`src/rtl/prio_pkg.sv`:
```
// Shared definitions for the priority encoder family.
//   MODE_FIXED / MODE_RR : values of the mode input
//   clog2                : ceiling log2, used to size grant indices
package prio_pkg;

  localparam logic MODE_FIXED = 1'b0;
  localparam logic MODE_RR    = 1'b1;

  function automatic int unsigned clog2(input int unsigned n);
    int unsigned r;
    r = 0;
    while ((64'd1 << r) < 64'(n)) begin
      r++;
    end
    return (r == 0) ? 1 : r;
  endfunction

endpackage

```
`src/rtl/prio_search.sv`:
```
// Circular first-set-bit search over an N-bit vector.
//   vec_i    : candidate vector
//   start_i  : first index examined (0..N-1)
//   found_o  : some bit of vec_i is set
//   idx_o    : winning index (0 when nothing found)
//   onehot_o : 1 << idx_o when found, else 0
// MSB_FIRST=0 walks start, start+1, ... wrapping N-1 -> 0.
// MSB_FIRST=1 walks start, start-1, ... wrapping 0 -> N-1.
module prio_search
  import prio_pkg::*;
#(
  parameter int unsigned N         = 8,
  parameter bit          MSB_FIRST = 1'b0,
  localparam int unsigned W        = clog2(N)
) (
  input  logic [N-1:0] vec_i,
  input  logic [W-1:0] start_i,
  output logic         found_o,
  output logic [W-1:0] idx_o,
  output logic [N-1:0] onehot_o
);

  always_comb begin
    int pos;
    found_o = 1'b0;
    idx_o   = '0;
    pos     = 0;
    // Walk from the far end back toward start so the nearest hit is written last.
    for (int k = int'(N) - 1; k >= 0; k--) begin
      if (MSB_FIRST) begin
        pos = int'(start_i) + int'(N) - k;
      end else begin
        pos = int'(start_i) + k;
      end
      // Index stays mod N, never mod 2^W; start_i < N so one subtract suffices.
      if (pos >= int'(N)) begin
        pos = pos - int'(N);
      end
      if (vec_i[pos]) begin
        found_o = 1'b1;
        idx_o   = W'(pos);
      end
    end
    onehot_o = found_o ? (N'(1) << idx_o) : '0;
  end

endmodule

```
`src/rtl/rr_priority_encoder.sv`:
```
// Registered N-to-log2(N) priority encoder with fixed or round-robin priority
// and a valid/ready output handshake.
//   clk, rst  : clock, asynchronous active-high reset
//   req       : request vector, sampled only on a capture edge
//   mode      : 0 fixed (highest index wins), 1 round-robin
//   out_ready : consumer accepts the current grant
//   out_valid : grant registers hold a result
//   idx/grant : encoded and one-hot grant
//   out_multi : more than one request was set at capture
module rr_priority_encoder
  import prio_pkg::*;
#(
  parameter int unsigned N  = 8,
  localparam int unsigned W = clog2(N)
) (
  input  logic         clk,
  input  logic         rst,
  input  logic [N-1:0] req,
  input  logic         mode,
  input  logic         out_ready,
  output logic         out_valid,
  output logic [W-1:0] idx,
  output logic [N-1:0] grant,
  output logic         out_multi
);

  logic         valid_q, valid_d;
  logic [W-1:0] idx_q, idx_d;
  logic [N-1:0] grant_q, grant_d;
  logic         multi_q, multi_d;
  logic [W-1:0] ptr_q, ptr_d;

  logic         capture;
  logic [W-1:0] rr_start;

  logic         fx_found, rr_found, sel_found;
  logic [W-1:0] fx_idx, rr_idx, sel_idx;
  logic [N-1:0] fx_onehot, rr_onehot, sel_onehot;

  assign capture = !valid_q || out_ready;

  // Round-robin search begins just past the last winner; reset ptr is N-1 so it starts at 0.
  assign rr_start = (ptr_q == W'(N - 1)) ? '0 : ptr_q + W'(1);

  prio_search #(
    .N        (N),
    .MSB_FIRST(1'b1)
  ) u_fixed_search (
    .vec_i   (req),
    .start_i (W'(N - 1)),
    .found_o (fx_found),
    .idx_o   (fx_idx),
    .onehot_o(fx_onehot)
  );

  prio_search #(
    .N        (N),
    .MSB_FIRST(1'b0)
  ) u_rr_search (
    .vec_i   (req),
    .start_i (rr_start),
    .found_o (rr_found),
    .idx_o   (rr_idx),
    .onehot_o(rr_onehot)
  );

  assign sel_found  = (mode == MODE_RR) ? rr_found  : fx_found;
  assign sel_idx    = (mode == MODE_RR) ? rr_idx    : fx_idx;
  assign sel_onehot = (mode == MODE_RR) ? rr_onehot : fx_onehot;

  always_comb begin
    valid_d = valid_q;
    idx_d   = idx_q;
    grant_d = grant_q;
    multi_d = multi_q;
    ptr_d   = ptr_q;
    if (capture) begin
      if (sel_found) begin
        valid_d = 1'b1;
        idx_d   = sel_idx;
        grant_d = sel_onehot;
        // Clearing the lowest set bit leaves something only if two or more were set.
        multi_d = |(req & (req - N'(1)));
        ptr_d   = sel_idx;
      end else begin
        valid_d = 1'b0;
        idx_d   = '0;
        grant_d = '0;
        multi_d = 1'b0;
      end
    end
  end

  always_ff @(posedge clk or posedge rst) begin
    if (rst) begin
      valid_q <= 1'b0;
      idx_q   <= '0;
      grant_q <= '0;
      multi_q <= 1'b0;
      ptr_q   <= W'(N - 1);
    end else begin
      valid_q <= valid_d;
      idx_q   <= idx_d;
      grant_q <= grant_d;
      multi_q <= multi_d;
      ptr_q   <= ptr_d;
    end
  end

  assign out_valid = valid_q;
  assign idx       = idx_q;
  assign grant     = grant_q;
  assign out_multi = multi_q;

endmodule

```
`config.mk`:
```
export PLATFORM = sky130hd
export DESIGN_NAME = rr_priority_encoder
export DESIGN_NICKNAME = d
export VERILOG_FILES = /design/src/rtl/prio_pkg.sv /design/src/rtl/prio_search.sv /design/src/rtl/rr_priority_encoder.sv
export SDC_FILE = /design/constraint.sdc
export NUM_CORES = 1
export LEC_CHECK = 0
export BUFFER_PORTS_ARGS = -buffer_cell sky130_fd_sc_hd__buf_4
export CORE_MARGIN = 1.5
export CORE_UTILIZATION = 60
export CTS_BUF_LIST = sky130_fd_sc_hd__clkbuf_8
export CTS_CLUSTER_SIZE = 40
export DETAILED_ROUTE_END_ITERATION = 8
export PLACE_DENSITY = 0.89
export SYNTH_ARGS = -nofsm -noshare
export SYNTH_HDL_FRONTEND = slang
export SYNTH_SLANG_ARGS = --single-unit
export TNS_END_PERCENT = 100
```
`constraint.sdc`:
```
create_clock -name clk -period 6.3 [get_ports clk]
set_clock_uncertainty 0.05 [all_clocks]
set_input_delay 0.315 -clock clk [delete_from_list [all_inputs] [get_ports clk]]
set_output_delay 0.315 -clock clk [all_outputs]
set_load 0.01 [all_outputs]
```
### Word-level counts from Yosys, hierarchy flattened

Index checks and enable logic that the tools add are counted.

| word-level totals | value |
|---|---|
| flip-flop bits (word level) | 16 |
| input port bits | 12 |
| output and inout port bits | 13 |
| logic and storage cells | 119 |

| cells by class | value |
|---|---|
| add/sub/neg operators | 17 |
| $lt $le $gt $ge | 16 |
| equal/unequal tests | 1 |
| shift operators | 2 |
| muxes and demuxes | 73 |
| bitwise logic cells | 1 |
| reduce and logical (&&, ||, !) cells | 4 |

Operators by type and width:

| kind | count |
|---|---|
| less-than comparator 32 x 5 -> 1 bit (second input constant) | 8 |
| two-way mux 32 bit | 8 |
| >= comparator 32 x 5 -> 1 bit (second input constant) | 7 |
| subtractor 32 x 5 -> 32 bit (second input constant) | 7 |
| two-way mux 3 bit | 15 |
| two-way mux 1 bit | 36 |
| two-way mux 8 bit | 4 |
| binary-select mux 1 bit (select 3 bit) | 8 |
| adder 3 x 3 -> 4 bit (second input constant) | 4 |
| << shifter 1 x 3 -> 8 bit (first input constant) | 2 |
| adder 3 x 2 -> 4 bit (second input constant) | 2 |
| bitwise AND 8 bit | 1 |
| OR reduction 8 bit | 1 |
| subtractor 8 x 1 -> 8 bit (second input constant) | 1 |
| subtractor 3 x 4 -> 5 bit (second input constant) | 1 |
| adder 3 x 1 -> 4 bit (second input constant) | 1 |
| >= comparator 3 x 4 -> 1 bit (second input constant) | 1 |
| two-way mux 2 bit | 2 |
| adder 3 x 1 -> 3 bit (second input constant) | 1 |
| == test 3 bit (second input constant) | 1 |
| AND reduction 2 bit | 1 |
| zero test 1 bit | 1 |
| logical OR 1 bit | 1 |

### Longest topological paths before layout

| depth | value |
|---|---|
| depth in word-level cells | 20 |
| depth in mapped cells | 13 |
| gate-level depth less buffers | 12 |

### Modules after synthesis

A second synthesis with hierarchy kept.

| unflattened totals | value |
|---|---|
| cell total of the unflattened synthesis | 307 |
| area total of the unflattened synthesis | 2930.3 um^2 |

Modules (own cells, without submodules):

| module | times used | cells each | area each (um^2) | sequential area each (um^2) |
|---|---|---|---|---|
| prio_search at u_rr_search | 1 | 125 | 1068.5 | 0.0 |
| prio_search at u_fixed_search | 1 | 107 | 1061.0 | 0.0 |
| rr_priority_encoder | 1 | 75 | 800.8 | 404.1 |

### Least setup slack after synthesis

Ideal clock, no wire load.

| path | value |
|---|---|
| path type | flip-flop to flip-flop |
| start | reg ptr_q[0] |
| end | reg grant_q[0], in the netlist grant[0] |
| library setup time | 0.096 ns |
| data arrival time | 3.544 ns |
| required time | 6.154 ns |
| path slack | 2.611 ns |
| cell stages (with the launch flop) | 13 |
| path buffers | 2 |
| period minus slack after synthesis | 3.689 ns |
| path through | dfstp_2 ha_1 ha_1 nor2b_1 buf_2 ha_1 buf_2 mux4_2 mux2_2 a221oi_2 mux2i_4 a21bo_1 o31ai_1 |

| on the way | value |
|---|---|
| cells in the longest elaborated chain, start to end | 20 |
| elaborated cells between the ends (all ways) | 79 |
| classes of those cells | 16 x add/sub; 8 x order compare; 1 x eq/ne; 1 x shift; 53 x mux |

RTL lines:

| what | RTL line | RTL |
|---|---|---|
| start, declared | rr_priority_encoder.sv:31 | `logic [W-1:0] ptr_q, ptr_d;` |
| start signal, assigned | rr_priority_encoder.sv:100 | `ptr_q <= W'(N - 1);` |
| start signal, assigned | rr_priority_encoder.sv:106 | `ptr_q <= ptr_d;` |
| adder 3 x 1 -> 3 bit / == test 3 bit (equally long branches) | rr_priority_encoder.sv:43 | `assign rr_start = (ptr_q == W'(N - 1)) ? '0 : ptr_q + W'(1);` |
| two-way mux 3 bit (*) | rr_priority_encoder.sv:43 |  |
| adder 3 x 3 -> 4 bit | prio_search.sv:33 | `pos = int'(start_i) + k;` |
| subtractor 32 x 5 -> 32 bit / >= comparator 32 x 5 -> 1 bit (equally long branches) | prio_search.sv:37, prio_search.sv:36 |  |
| two-way mux 32 bit | prio_search.sv:36 | `if (pos >= int'(N)) begin` |
| binary-select mux 1 bit (select 3 bit) | prio_search.sv:39 | `if (vec_i[pos]) begin` |
| two-way mux 1 bit (not written as such) (2 in a row) | prio_search.sv:39 |  |
| two-way mux 3 bit (8 in a row) | prio_search.sv:39 |  |
| << shifter 1 x 3 -> 8 bit | prio_search.sv:44 | `onehot_o = found_o ? (N'(1) << idx_o) : '0;` |
| two-way mux 8 bit | prio_search.sv:44 |  |
| two-way mux 8 bit | rr_priority_encoder.sv:69 | `assign sel_onehot = (mode == MODE_RR) ? rr_onehot : fx_onehot;` |
| two-way mux 8 bit (*) | rr_priority_encoder.sv:78 | `if (sel_found) begin` |
| end signal, assigned | rr_priority_encoder.sv:104 | `grant_q <= grant_d;` |
| end, declared | rr_priority_encoder.sv:29 | `logic [N-1:0] grant_q, grant_d;` |

Every way passes the cells marked *; elsewhere a longest branch is shown, timed or not. The select of a mux whose other input is x is not followed.
A chain may end at the register's enable or synchronous reset.

### Worst setup path after layout

Same ends and word-level chain as after synthesis.

==> flow_summary_export.csv <==
group,metric,value,unit
outcome,outcome,"finished clean",
synthesis,syn-num-nets,232,
global_route,grt_start_max_net_pins,20,
floorplanning,ios,25,
sta,maxSlewHeadroom,38.0,%
critical_path,rr_worst_depth,9,
route,wl,4770,um
route,drt-initial-drc-count,136,
critical_path,cp.required,6410,ps
finish,n_fill_cell,237,
sta,post-route-period-util,69.2,%
route,vias_per_cell,6.87,
floorplanning,die_area,3450,um^2
finish,syn_to_final_growth,10.9,%
sta,finalSetupViolations,0,
critical_path,critPathLaunchType,"flop",
critical_path,r2r_start,"ptr_q[0]$_DFFE_PP1P_",
synthesis,ys_warn_count,0,
clock_network,clk_pin_slew,70,ps
floorplanning,die_h,58.8,um
finish,final_common_cell,"buf_4",
clock_network,numCtsBuffers,3,
sta,hold_ws,86.6,ps
clock_network,clock_latency,250,ps
sta,setup_ws,1940,ps
route,maxUsedRoutingLayer,"met4",
placement,dp_hpwl,3640,um
synthesis,netlist_area,1870,um^2
min_path,worstHoldPathType,"input port to asynchronous set/reset pin",
route,wl_met2,2220,um
sta,max_freq,229,MHz
synthesis,synth-edff-count,0,
global_route,overflow,0,
route,met3_length,369,um
sta,grt_setup_unrepaired,"false",
clock_network,cts_max_level,1,
placement,place.gp.congestion,0.927,
finish,fin_util,68.9,%
clock_network,cts_root_buffer,"clkbuf_8",
synthesis,synth_seq_cells,16,
placement,port-buffer-count,24,
synthesis,async_flop_share,100,%
route,met1_length,2130,um
clock_network,ctsHoldBuffers,0,
finish,nets,245,
sta,tightest_slew,928,ps
sta,hold_viol_final,0,
critical_path,r2r_setup_slack,1940,ps
synthesis,synth_flop_cell,"dfrtp_1",
critical_path,path_class,"flop to flop",
global_route,grt_pass1_wl,8040,um
clock_network,cts_sinks,16,
placement,dp_worst_setup_slack,1970,ps
global_route,grt_pass1_vias,1641,
run,drv_cap,0,
critical_path,worstPathMaxFanout,19,
route,route.detailed.drc,0,
finish,drive_gt1_share,26.3,%
floorplanning,start_util,62.1,%
clock_network,cts.repair.resized,0,
critical_path,arrival,4470,ps
sta,report.final.slew_viol_count,0,
clock_network,cts_setup_buffers,0,
floorplanning,chipWidth,58.8,um
synthesis,yosysSeqAreaShare,21.7,%
finish,n_antenna_cell,0,
sta,tns,0,ps
synthesis,syn_avg_cell_area,8.64,um^2
synthesis,postSynthCellCount,216,
sta,post-route-min-period,4360,ps
critical_path,crit_path_end_kind,"flop",
floorplanning,num_rows,20,
critical_path,reg2reg_to,"grant[0]$_DFFE_PP0N_",
route,avgRoutedWirePerCell,18.3,um
clock_network,cts_buffer_depth,2,
clock_network,tritoncts,"done",
floorplanning,core,3000,um^2
global_route,grtUsageTotal,30.2,%
synthesis,ys_types,54,
global_route,grt_antenna_before_repair,0,
route,firstDrtPassIters,4,
finish,layout_common_cells,"buf_4 (24), nor2_1 (18), nand2_1 (16)",
route,final_antenna_net_count,0,
route,dr_total_vias,1794,
[critical path: stages (launching register included)]
cell and delay (ps):
dfstp_2 830, ha_1 300, nor2b_1 500, ha_1 440
mux4_2 610, mux2_2 320, a221oi_2 390, mux2i_4 400
a21bo_1 250, o31ai_1 180
[worst max-delay path by stage]
stage                    startpoint              endpoint  slack [ps]  cells past startpoint
3_5_place_dp   ptr_q[0]$_DFFE_PP1P_  grant[0]$_DFFE_PP0N_        1970                      9
2_1_floorplan  ptr_q[0]$_DFFE_PP1P_  grant[0]$_DFFE_PP0N_        2610                     12
4_1_cts        ptr_q[0]$_DFFE_PP1P_  grant[0]$_DFFE_PP0N_        1970                      9
5_1_grt        ptr_q[0]$_DFFE_PP1P_  grant[3]$_DFFE_PP0N_        1530                     10
3_3_place_gp   ptr_q[0]$_DFFE_PP1P_  grant[0]$_DFFE_PP0N_        2090                     10
6_report       ptr_q[0]$_DFFE_PP1P_  grant[0]$_DFFE_PP0N_        1940                      9
[registers in the layout, indices dropped and copies added, names as in the netlist]
signal     flops
out_multi      1
out_valid      1
idx            3
grant          8
ptr_q          3
[kinds of logic (layout without fill, tap and decap cells)]
group	Yosys count	after routing	share of synthesized area, %
adder cells (fa/ha/maj)	6	6	3.76
multiplexers	29	29	21.9
flip-flops	16	16	21.7
AND/OR/NAND/NOR	66	66	17.6
buffers and inverters	28	40	6.30
AO/OA/AOI/OAI	66	66	26.4
XOR/XNOR	5	5	2.35
[per-layer routing]
| layer | global-route usage (%) | vias to the layer above |
|---|---|---|
| met1 | 44.6 | 855 |
| li1 | - | 845 |
| met4 | 8.44 | 0 |
| met5 | 0 | - |
| met3 | 2.42 | 7 |
| met2 | 47.9 | 87 |
[synthesized netlist by cell type (4+ instances only)]
cell / count / area (um^2)
a21oi_1: 14 / 70.1
a22oi_1: 5 / 37.5
buf_2: 4 / 20.0
clkbuf_1: 11 / 41.3
dfrtp_1: 13 / 325
ha_1: 4 / 50.1
inv_1: 10 / 37.5
mux2_2: 9 / 101
mux2_4: 4 / 60.1
mux2i_1: 9 / 90.1
mux4_2: 6 / 135
nand2_1: 16 / 60.1
nor2_1: 18 / 67.6
nor3_1: 8 / 40.0
o21ai_0: 8 / 40.0
o31ai_1: 8 / 60.1
[through the flow]
stage	cell area, um^2	std cells
6_report	2070	261
5_1_grt	2070	261
4_1_cts	2070	261
3_5_place_dp	2010	257
3_3_place_gp	2010	257
2_1_floorplan	1870	216
[area by class of cell]
| cell class | count | area, um^2 | area share, % |
|---|---|---|---|
| Clock buffer | 4 | 55.1 | 2.66 |
| Inverter | 12 | 45.0 | 2.18 |
| Multi-Input combinational cell | 172 | 1340 | 64.9 |
| Sequential cell | 16 | 404 | 19.5 |
| Tap cell | 33 | 41.3 | 2.00 |
| Timing Repair Buffer | 24 | 180 | 8.71 |
Power is left out: the tool's default activity adds up to more than one toggle a clock period on the data nets, which glitch-free logic cannot reach.
